$ cat src/rtl/wb_cfg_initiator_if.sv
// Bundle of the command, response and Wishbone signals of wb_cfg_initiator.
// master = the initiator itself, slave = the control source plus the WB target.
//
// Handshake rules (cmd_* and rsp_*): a transfer happens on a rising clock edge
// where valid and ready are both 1. A producer raises valid only with stable
// payload and keeps valid and payload unchanged until that edge. ready may be
// raised or dropped at any time and never depends on valid.
interface wb_cfg_initiator_if #(
  parameter int ADR_W = 22,
  parameter int DAT_W = 32
);
  logic               cmd_valid_i;
  logic               cmd_ready_o;
  logic               cmd_we_i;
  logic [ADR_W-1:0]   cmd_adr_i;
  logic [DAT_W-1:0]   cmd_dat_i;

  logic               rsp_valid_o;
  logic               rsp_ready_i;
  logic [DAT_W-1:0]   rsp_dat_o;
  logic [1:0]         rsp_status_o;
  logic               rsp_mismatch_o;

  logic               wb_cyc_o;
  logic               wb_stb_o;
  logic               wb_we_o;
  logic [ADR_W-1:0]   wb_adr_o;
  logic [DAT_W-1:0]   wb_dat_o;
  logic [DAT_W/8-1:0] wb_sel_o;
  logic               wb_ack_i;
  logic               wb_err_i;
  logic               wb_rty_i;
  logic [DAT_W-1:0]   wb_dat_i;

  modport master (
    input  cmd_valid_i, cmd_we_i, cmd_adr_i, cmd_dat_i, rsp_ready_i,
           wb_ack_i, wb_err_i, wb_rty_i, wb_dat_i,
    output cmd_ready_o, rsp_valid_o, rsp_dat_o, rsp_status_o, rsp_mismatch_o,
           wb_cyc_o, wb_stb_o, wb_we_o, wb_adr_o, wb_dat_o, wb_sel_o
  );

  modport slave (
    output cmd_valid_i, cmd_we_i, cmd_adr_i, cmd_dat_i, rsp_ready_i,
           wb_ack_i, wb_err_i, wb_rty_i, wb_dat_i,
    input  cmd_ready_o, rsp_valid_o, rsp_dat_o, rsp_status_o, rsp_mismatch_o,
           wb_cyc_o, wb_stb_o, wb_we_o, wb_adr_o, wb_dat_o, wb_sel_o
  );
endinterface

$ cat src/rtl/wb_cfg_initiator.sv
// Wishbone classic initiator for the trigger-chain configuration space.
// Commands are queued in a small FIFO and executed one at a time as single
// WB cycles; ack/err/rty and a no-response timeout each yield one response.
// Address layout on the target side: channel in adr[10:8], register in adr[7:0].
// Optional feature: define WB_CFG_READBACK_VERIFY_EN to follow every acked
// write with a read of the same address and flag a readback mismatch.
module wb_cfg_initiator #(
  parameter int ADR_W          = 22,
  parameter int DAT_W          = 32,
  parameter int CMD_DEPTH      = 4,
  parameter int TIMEOUT_CYCLES = 255,
  parameter int MAX_RETRY      = 3
) (
  input  logic               wb_clk_i,
  input  logic               wb_rst_n_i,
  wb_cfg_initiator_if.master bus,
  output logic               busy_o,
  output logic [2:0]         dbg_state
);

  localparam int PTR_W = (CMD_DEPTH > 1) ? $clog2(CMD_DEPTH) : 1;
  localparam int CNT_W = $clog2(CMD_DEPTH + 1);
  localparam int TMO_W = ($clog2(TIMEOUT_CYCLES + 1) > 0) ? $clog2(TIMEOUT_CYCLES + 1) : 1;
  localparam int RTY_W = ($clog2(MAX_RETRY + 1) > 0) ? $clog2(MAX_RETRY + 1) : 1;
  localparam int SEL_W = DAT_W / 8;

  localparam logic [TMO_W-1:0] TMO_LAST = TMO_W'(TIMEOUT_CYCLES - 1);
  localparam logic [RTY_W-1:0] RTY_MAX  = RTY_W'(MAX_RETRY);
  localparam logic [CNT_W-1:0] CNT_FULL = CNT_W'(CMD_DEPTH);

  localparam logic [1:0] ST_OK      = 2'b00;
  localparam logic [1:0] ST_ERR     = 2'b01;
  localparam logic [1:0] ST_TIMEOUT = 2'b10;
  localparam logic [1:0] ST_RTY_EXH = 2'b11;

  typedef enum logic [2:0] {
    S_IDLE    = 3'd0,
    S_BUS     = 3'd1,
    S_BACKOFF = 3'd2,
`ifdef WB_CFG_READBACK_VERIFY_EN
    S_RESP    = 3'd3,
    S_VERIFY  = 3'd4
`else
    S_RESP    = 3'd3
`endif
  } state_t;

  state_t state;

  // ---------------------------------------------------------------------------
  // Command FIFO
  // ---------------------------------------------------------------------------
  logic [ADR_W-1:0] fifo_adr [CMD_DEPTH];
  logic [DAT_W-1:0] fifo_dat [CMD_DEPTH];
  logic             fifo_we  [CMD_DEPTH];
  logic [PTR_W-1:0] wr_ptr;
  logic [PTR_W-1:0] rd_ptr;
  logic [CNT_W-1:0] count;
  logic             rdy_en;
  logic             full;
  logic             pop;
  logic             push;

  assign full = (count == CNT_FULL);
  // The FSM consumes the head entry whenever it sits in IDLE with work queued.
  assign pop  = (state == S_IDLE) && (count != '0);
  // A full FIFO still takes a command on the edge where the head is popped.
  assign bus.cmd_ready_o = rdy_en && (!full || pop);
  assign push = bus.cmd_valid_i && bus.cmd_ready_o;

  // Pointer and occupancy bookkeeping; rdy_en keeps ready low until the first edge after reset.
  always_ff @(posedge wb_clk_i or negedge wb_rst_n_i) begin
    if (!wb_rst_n_i) begin
      wr_ptr <= '0;
      rd_ptr <= '0;
      count  <= '0;
      rdy_en <= 1'b0;
    end else begin
      rdy_en <= 1'b1;
      if (push) wr_ptr <= wr_ptr + PTR_W'(1);
      if (pop)  rd_ptr <= rd_ptr + PTR_W'(1);
      if (push && !pop)      count <= count + CNT_W'(1);
      else if (!push && pop) count <= count - CNT_W'(1);
    end
  end

  // FIFO storage; contents need no reset because occupancy is tracked separately.
  always_ff @(posedge wb_clk_i) begin
    if (push) begin
      fifo_adr[wr_ptr] <= bus.cmd_adr_i;
      fifo_dat[wr_ptr] <= bus.cmd_dat_i;
      fifo_we[wr_ptr]  <= bus.cmd_we_i;
    end
  end

  // ---------------------------------------------------------------------------
  // Bus sequencer
  // ---------------------------------------------------------------------------
  logic [TMO_W-1:0] tmo_cnt;
  logic [RTY_W-1:0] retry_cnt;
  logic             tmo_hit;

  assign tmo_hit = (tmo_cnt == TMO_LAST);

`ifdef WB_CFG_READBACK_VERIFY_EN
  logic vfy;
  logic mismatch_q;
  assign bus.rsp_mismatch_o = mismatch_q;
`else
  assign bus.rsp_mismatch_o = 1'b0;
`endif

  // Main FSM: owns every WB strobe and the response registers.
  always_ff @(posedge wb_clk_i or negedge wb_rst_n_i) begin
    if (!wb_rst_n_i) begin
      state            <= S_IDLE;
      tmo_cnt          <= '0;
      retry_cnt        <= '0;
      bus.wb_cyc_o     <= 1'b0;
      bus.wb_stb_o     <= 1'b0;
      bus.wb_we_o      <= 1'b0;
      bus.wb_adr_o     <= '0;
      bus.wb_dat_o     <= '0;
      bus.wb_sel_o     <= '0;
      bus.rsp_valid_o  <= 1'b0;
      bus.rsp_dat_o    <= '0;
      bus.rsp_status_o <= ST_OK;
`ifdef WB_CFG_READBACK_VERIFY_EN
      vfy              <= 1'b0;
      mismatch_q       <= 1'b0;
`endif
    end else begin
      case (state)
        S_IDLE: begin
          if (pop) begin
            bus.wb_adr_o <= fifo_adr[rd_ptr];
            bus.wb_dat_o <= fifo_dat[rd_ptr];
            bus.wb_we_o  <= fifo_we[rd_ptr];
            bus.wb_cyc_o <= 1'b1;
            bus.wb_stb_o <= 1'b1;
            bus.wb_sel_o <= '1;
            tmo_cnt      <= '0;
            retry_cnt    <= '0;
            state        <= S_BUS;
          end
        end

        S_BUS: begin
          tmo_cnt <= tmo_cnt + TMO_W'(1);
          if (bus.wb_err_i || bus.wb_rty_i || bus.wb_ack_i || tmo_hit) begin
            bus.wb_cyc_o <= 1'b0;
            bus.wb_stb_o <= 1'b0;
            bus.wb_sel_o <= '0;
          end
          if (bus.wb_err_i) begin
            bus.rsp_valid_o  <= 1'b1;
            bus.rsp_status_o <= ST_ERR;
            bus.rsp_dat_o    <= '0;
            state            <= S_RESP;
          end else if (bus.wb_rty_i) begin
            if (retry_cnt != RTY_MAX) begin
              retry_cnt <= retry_cnt + RTY_W'(1);
              state     <= S_BACKOFF;
            end else begin
              bus.rsp_valid_o  <= 1'b1;
              bus.rsp_status_o <= ST_RTY_EXH;
              bus.rsp_dat_o    <= '0;
              state            <= S_RESP;
            end
          end else if (bus.wb_ack_i) begin
`ifdef WB_CFG_READBACK_VERIFY_EN
            if (bus.wb_we_o) begin
              // Acked write: read the same address back, with a fresh retry budget.
              retry_cnt <= '0;
              state     <= S_VERIFY;
            end else begin
              bus.rsp_valid_o  <= 1'b1;
              bus.rsp_status_o <= ST_OK;
              bus.rsp_dat_o    <= bus.wb_dat_i;
              mismatch_q       <= vfy && (bus.wb_dat_i != bus.wb_dat_o);
              state            <= S_RESP;
            end
`else
            bus.rsp_valid_o  <= 1'b1;
            bus.rsp_status_o <= ST_OK;
            bus.rsp_dat_o    <= bus.wb_we_o ? '0 : bus.wb_dat_i;
            state            <= S_RESP;
`endif
          end else if (tmo_hit) begin
            bus.rsp_valid_o  <= 1'b1;
            bus.rsp_status_o <= ST_TIMEOUT;
            bus.rsp_dat_o    <= '0;
            state            <= S_RESP;
          end
        end

        S_BACKOFF: begin
          // One idle cycle with cyc low, then the same command goes out again.
          bus.wb_cyc_o <= 1'b1;
          bus.wb_stb_o <= 1'b1;
          bus.wb_sel_o <= '1;
          tmo_cnt      <= '0;
          state        <= S_BUS;
        end

`ifdef WB_CFG_READBACK_VERIFY_EN
        S_VERIFY: begin
          // Gap cycle after the write, then a read of the same address.
          bus.wb_we_o  <= 1'b0;
          bus.wb_cyc_o <= 1'b1;
          bus.wb_stb_o <= 1'b1;
          bus.wb_sel_o <= '1;
          tmo_cnt      <= '0;
          vfy          <= 1'b1;
          state        <= S_BUS;
        end
`endif

        S_RESP: begin
          if (bus.rsp_ready_i) begin
            bus.rsp_valid_o <= 1'b0;
            retry_cnt       <= '0;
`ifdef WB_CFG_READBACK_VERIFY_EN
            vfy             <= 1'b0;
            mismatch_q      <= 1'b0;
`endif
            state           <= S_IDLE;
          end
        end

        default: state <= S_IDLE;
      endcase
    end
  end

  assign busy_o    = (state != S_IDLE) || (count != '0);
  assign dbg_state = state;

endmodule

$ cat src/flat_wrapper.sv
// flat-port wrapper written by rule: the top's interface ports become plain ports
module wb_cfg_initiator_flat 
#(
  parameter int ADR_W          = 22,
  parameter int DAT_W          = 32,
  parameter int CMD_DEPTH      = 4,
  parameter int TIMEOUT_CYCLES = 255,
  parameter int MAX_RETRY      = 3
)
  (wb_clk_i, wb_rst_n_i, busy_o, dbg_state, bus_cmd_valid_i, bus_cmd_we_i, bus_cmd_adr_i, bus_cmd_dat_i, bus_rsp_ready_i, bus_wb_ack_i, bus_wb_err_i, bus_wb_rty_i, bus_wb_dat_i, bus_cmd_ready_o, bus_rsp_valid_o, bus_rsp_dat_o, bus_rsp_status_o, bus_rsp_mismatch_o, bus_wb_cyc_o, bus_wb_stb_o, bus_wb_we_o, bus_wb_adr_o, bus_wb_dat_o, bus_wb_sel_o);
  wb_cfg_initiator_if #(.ADR_W(ADR_W), .DAT_W(DAT_W)) bus_i ();
  input  logic wb_clk_i;
  input  logic wb_rst_n_i;
  output logic busy_o;
  output logic [2:0] dbg_state;
  input wire logic [$bits(bus_i.cmd_valid_i)-1:0] bus_cmd_valid_i;
  input wire logic [$bits(bus_i.cmd_we_i)-1:0] bus_cmd_we_i;
  input wire logic [$bits(bus_i.cmd_adr_i)-1:0] bus_cmd_adr_i;
  input wire logic [$bits(bus_i.cmd_dat_i)-1:0] bus_cmd_dat_i;
  input wire logic [$bits(bus_i.rsp_ready_i)-1:0] bus_rsp_ready_i;
  input wire logic [$bits(bus_i.wb_ack_i)-1:0] bus_wb_ack_i;
  input wire logic [$bits(bus_i.wb_err_i)-1:0] bus_wb_err_i;
  input wire logic [$bits(bus_i.wb_rty_i)-1:0] bus_wb_rty_i;
  input wire logic [$bits(bus_i.wb_dat_i)-1:0] bus_wb_dat_i;
  output wire logic [$bits(bus_i.cmd_ready_o)-1:0] bus_cmd_ready_o;
  output wire logic [$bits(bus_i.rsp_valid_o)-1:0] bus_rsp_valid_o;
  output wire logic [$bits(bus_i.rsp_dat_o)-1:0] bus_rsp_dat_o;
  output wire logic [$bits(bus_i.rsp_status_o)-1:0] bus_rsp_status_o;
  output wire logic [$bits(bus_i.rsp_mismatch_o)-1:0] bus_rsp_mismatch_o;
  output wire logic [$bits(bus_i.wb_cyc_o)-1:0] bus_wb_cyc_o;
  output wire logic [$bits(bus_i.wb_stb_o)-1:0] bus_wb_stb_o;
  output wire logic [$bits(bus_i.wb_we_o)-1:0] bus_wb_we_o;
  output wire logic [$bits(bus_i.wb_adr_o)-1:0] bus_wb_adr_o;
  output wire logic [$bits(bus_i.wb_dat_o)-1:0] bus_wb_dat_o;
  output wire logic [$bits(bus_i.wb_sel_o)-1:0] bus_wb_sel_o;
  assign bus_i.cmd_valid_i = bus_cmd_valid_i;
  assign bus_i.cmd_we_i = bus_cmd_we_i;
  assign bus_i.cmd_adr_i = bus_cmd_adr_i;
  assign bus_i.cmd_dat_i = bus_cmd_dat_i;
  assign bus_i.rsp_ready_i = bus_rsp_ready_i;
  assign bus_i.wb_ack_i = bus_wb_ack_i;
  assign bus_i.wb_err_i = bus_wb_err_i;
  assign bus_i.wb_rty_i = bus_wb_rty_i;
  assign bus_i.wb_dat_i = bus_wb_dat_i;
  assign bus_cmd_ready_o = bus_i.cmd_ready_o;
  assign bus_rsp_valid_o = bus_i.rsp_valid_o;
  assign bus_rsp_dat_o = bus_i.rsp_dat_o;
  assign bus_rsp_status_o = bus_i.rsp_status_o;
  assign bus_rsp_mismatch_o = bus_i.rsp_mismatch_o;
  assign bus_wb_cyc_o = bus_i.wb_cyc_o;
  assign bus_wb_stb_o = bus_i.wb_stb_o;
  assign bus_wb_we_o = bus_i.wb_we_o;
  assign bus_wb_adr_o = bus_i.wb_adr_o;
  assign bus_wb_dat_o = bus_i.wb_dat_o;
  assign bus_wb_sel_o = bus_i.wb_sel_o;
  wb_cfg_initiator #(.ADR_W(ADR_W), .DAT_W(DAT_W), .CMD_DEPTH(CMD_DEPTH), .TIMEOUT_CYCLES(TIMEOUT_CYCLES), .MAX_RETRY(MAX_RETRY)) u_core (.wb_clk_i(wb_clk_i), .wb_rst_n_i(wb_rst_n_i), .bus(bus_i), .busy_o(busy_o), .dbg_state(dbg_state));
endmodule
$ cat config.mk
export PLATFORM = sky130hd
export DESIGN_NAME = wb_cfg_initiator_flat
export DESIGN_NICKNAME = d
export VERILOG_FILES = /design/src/rtl/wb_cfg_initiator_if.sv /design/src/rtl/wb_cfg_initiator.sv /design/src/flat_wrapper.sv
export SDC_FILE = /design/constraint.sdc
export NUM_CORES = 1
export LEC_CHECK = 0
export CORE_MARGIN = 2
export CORE_UTILIZATION = 55
export DETAILED_ROUTE_END_ITERATION = 8
export PLACE_DENSITY = 0.8
export SLEW_MARGIN = 20
export SYNTH_ARGS = -nofsm -noshare
export SYNTH_HDL_FRONTEND = slang
export SYNTH_SLANG_ARGS = --single-unit
$ cat constraint.sdc
create_clock -name wb_clk_i -period 4.6 [get_ports wb_clk_i]
set_clock_uncertainty 0.2 [all_clocks]
set_input_delay 1.15 -clock wb_clk_i [delete_from_list [all_inputs] [get_ports wb_clk_i]]
set_output_delay 1.15 -clock wb_clk_i [all_outputs]
set_load 0.01 [all_outputs]
==> flow_metrics.py <==
metrics = {
    "drt": {
        "drt_pass1_iterations": 7,
        "vias": 7227,
        "antenna_left": 0,
        "viasPerCell": 5.85,
        "drcViolationCount": 0,
        "dr.first_iter.drc_count": 722,
        "wl_um": 26300,
        "post_drt_wl_per_cell_um": 21.3,
    },
    "clock_network": {
        "h-tree-depth": 2,
        "cts_hold_buf": 0,
        "root_buffer": "clkbuf_16",
        "cts_tree": "built",
        "cts_setup_buffers": 0,
        "worst_skew_pair.late_latency_ns": 0.50,
        "cts_max_path_buffers": 3,
        "ctsResizeCount": 0,
        "numCtsBuffers": 34,
        "clk_pin_slew_worst_paths_ns": 0.06,
        "clock-sinks": 331,
    },
    "worst_setup_path": {
        "path_class": "reg2out",
        "crit_fanout": 16,
        "required_ns": 3.25,
        "worst-r2r-setup-slack_ns": 1.82,
        "arrival_ns": 2.12,
        "worstReg2RegEnd": "u_core.count[2]",
        "r2r_cells": 8,
        "r2r-start": "u_core.dbg_state[1]",
        "startpoint_type": "register",
        "cp-end-kind": "primary output",
    },
    "min_path": {
        "min_path_cells": 1,
        "hp-class": "reg2reg",
        "whs_endpoint": "u_core.bus.wb_adr_o[5]",
        "hp-start": "u_core.bus.wb_adr_o[5]",
    },
    "synthesis": {
        "async_flop_share": 0.335,
        "ys_seq_elements": 331,
        "synth_xor_area_frac": 0.00407,
        "yosys.area_share.simple": 0.0351,
        "avgSynthCellArea_sq_um": 18.5,
        "yosysUniqueCellTypes": 52,
        "synthFlopType": "edfxtp_1",
        "netlist_area_sq_mm": 0.0129,
        "synth_edf_count": 220,
        "synthMuxAreaShare": 0.146,
        "synth-compound-area-share": 0.0513,
        "syn_inst": 698,
        "synth_top_family_by_area": "multiplexers",
        "ys.warnings.count": 0,
        "seq_area_frac_synth": 0.727,
        "synthAdderAreaFrac": 0.00930,
    },
    "timing": {
        "setup_viol": 0,
        "hold_viol_final": 0,
        "rsz0062_at_grt": "no",
        "fin_setup_tns_ns": 0,
        "final.min_clock_period_ns": 3.47,
        "fmax_ghz": 0.288,
        "tightest_slew_ns": 1.01,
        "whs_ns": 0.290,
        "fin_crit_sh": 0.754,
        "slew_violations": 0,
        "slew_headroom": 0.322,
    },
    "flow_run": {
        "cap_violations": 0,
    },
    "finish": {
        "nFillCells": 1479,
        "syn2layout_area_growth_pct": 25.7,
        "antennaDiodeCount": 0,
        "drive_gt1_frac": 0.195,
        "nets": 993,
    },
    "floorplan": {
        "start_util": 0.555,
        "core_area_sq_mm": 0.0233,
        "die_w_um": 157,
        "io-pin-count": 196,
        "die_area_sq_mm": 0.0247,
        "fp-row-count": 56,
        "fp.dieH_um": 157,
    },
    "placed_design": {
        "gp_congestion": 0.756,
        "dpl.hpwl_um": 15500,
        "portBuffers": 193,
    },
    "global_route": {
        "use_met1": 0.289,
        "grt_pass1_wl_um": 40800,
        "grt_overflow": 0,
        "grt-busiest-layer": "met2",
        "globalRouteTotalUtil": 0.218,
        "grt_max_degree": 63,
        "antenna_found_initial": 2,
        "grt_pass1_vias": 7360,
        "grt_util_met2": 0.368,
        "grt_use_met3": 0.0523,
    },
    "power_and_ir_drop": {
        "max-vdd-ir-drop_uv": 433,
        "p_leak_nw": 5.81,
        "power_density_mw_per_mm2": 611,
    },
    "status": {
        "status": "finished clean",
    },
}
==> cells by family after synthesis <==
group | after synthesis
AO/OA/AOI/OAI | 97
XOR/XNOR | 6
adder cells (fa/ha/maj) | 9
buffers and inverters | 58
flip-flops | 331
multiplexers | 112
other | 2
AND/OR/NAND/NOR | 83
==> sequential cells by signal, summed over array words and instances (netlist names), 2 cells and up <==
signal	flops
u_core.fifo_we	4
u_core.retry_cnt	2
u_core.fifo_dat	128
u_core.tmo_cnt	8
u_core.dbg_state	2
u_core.fifo_adr	88
u_core.bus.wb_adr_o	22
u_core.count	3
u_core.bus.rsp_dat_o	32
u_core.wr_ptr	2
u_core.bus.wb_dat_o	32
u_core.bus.rsp_status_o	2
u_core.rd_ptr	2
==> worst max path at each step <==
stage | start | end | slack, ns | depth (start not counted)
2_1_floorplan | bus_cmd_valid_i | u_core.fifo_adr[0][0] | 1.15 | 3
6_report | u_core.dbg_state[1] | bus_cmd_ready_o | 1.13 | 3
3_3_place_gp | bus_cmd_valid_i | u_core.count[2] | 1.15 | 9
4_1_cts | u_core.dbg_state[1] | bus_cmd_ready_o | 1.10 | 3
3_5_place_dp | bus_cmd_valid_i | u_core.count[2] | 1.09 | 9
5_1_grt | u_core.dbg_state[1] | bus_cmd_ready_o | 1.03 | 3
==> Yosys cell counts, types with 4 or more instances <==
cell type | n | share of area
xnor2_1 | 4 | 0.0027
dfrtp_1 | 111 | 0.22
buf_4 | 7 | 0.0041
buf_2 | 16 | 0.0062
clkbuf_1 | 14 | 0.0041
a211o_1 | 5 | 0.0034
inv_1 | 9 | 0.0026
edfxtp_1 | 220 | 0.51
nor4_1 | 4 | 0.0019
o211a_1 | 5 | 0.0039
a31oi_1 | 66 | 0.032
nor2_1 | 5 | 0.0015
nand2_1 | 9 | 0.0026
buf_6 | 12 | 0.010
ha_1 | 8 | 0.0078
nand3_1 | 39 | 0.015
and2_1 | 4 | 0.0019
mux2_1 | 11 | 0.0096
nor3_1 | 6 | 0.0023
mux4_2 | 55 | 0.096
mux2_2 | 46 | 0.040
==> per-layer routing <==
metal / part of all wire / wire [um] / up-vias
met1: 0.40 / 10400 / 3676
met4: 0.017 / 447 / 2
met3: 0.084 / 2200 / 42
li1: - / - / 3189
met5: 0.00042 / 11 / -
met2: 0.50 / 13200 / 318
==> critical path: stages (launching register included) <==
cell             delay [ns]
dfrtp_1                0.54
or2_1                  0.34
a31oi_1                0.17
clkdlybuf4s50_1        0.58
==> layout by cell type, fill, tap and decap left out, types with 3 or more instances in the layout <==
| cell | count |
|---|---|
| a211o_1 | 5 |
| a21boi_0 | 3 |
| a21oi_1 | 3 |
| a31oi_1 | 66 |
| and2_2 | 4 |
| buf_12 | 5 |
| buf_4 | 7 |
| bufinv_16 | 3 |
| clkbuf_1 | 9 |
| clkbuf_16 | 35 |
| clkbuf_8 | 5 |
| clkdlybuf4s50_1 | 192 |
| clkinv_1 | 3 |
| clkinv_2 | 5 |
| conb_1 | 3 |
| dfrtp_1 | 109 |
| edfxtp_1 | 220 |
| ha_1 | 8 |
| inv_1 | 9 |
| mux2_1 | 11 |
| mux2_2 | 46 |
| mux4_2 | 55 |
| nand2_1 | 9 |
| nand3_1 | 39 |
| nor2_1 | 4 |
| nor3_1 | 6 |
| nor4_1 | 4 |
| o211a_1 | 5 |
| o21ai_0 | 3 |
| xnor2_1 | 4 |
==> layout make-up <==
class	instances	area [sq um]	share of cell area
Multi-Input combinational cell	310	3200	0.197
Tap cell	319	399	0.0246
Timing Repair Buffer	204	2070	0.128
Clock inverter	13	159	0.00979
Clock buffer	49	978	0.0603
Sequential cell	331	9390	0.578
Inverter	9	33.8	0.00208
==> power breakdown <==
group / internal [W] / switching [W]
clock network: 0.00166 / 0.00109
registers: 0.00380 / 0.000523
logic: 0.00166 / 0.00119
total: 0.00712 / 0.00280
==> stage by stage <==
step | power, W | instances | util | cell area, sq um | worst slack [ns]
after global routing | 0.0104 | 1235 | 0.698 | 16200 | 1.03
after floorplan | 0.00606 | 699 | - | 12900 | 1.15
after global placement | 0.00719 | 1173 | 0.649 | 15100 | 1.15
after detailed placement | 0.00726 | 1173 | 0.649 | 15100 | 1.09
final | 0.00993 | 1235 | 0.698 | 16200 | 1.13
after CTS | 0.0101 | 1235 | 0.698 | 16200 | 1.10
No activity file was read; power rests on OpenSTA's default activity.
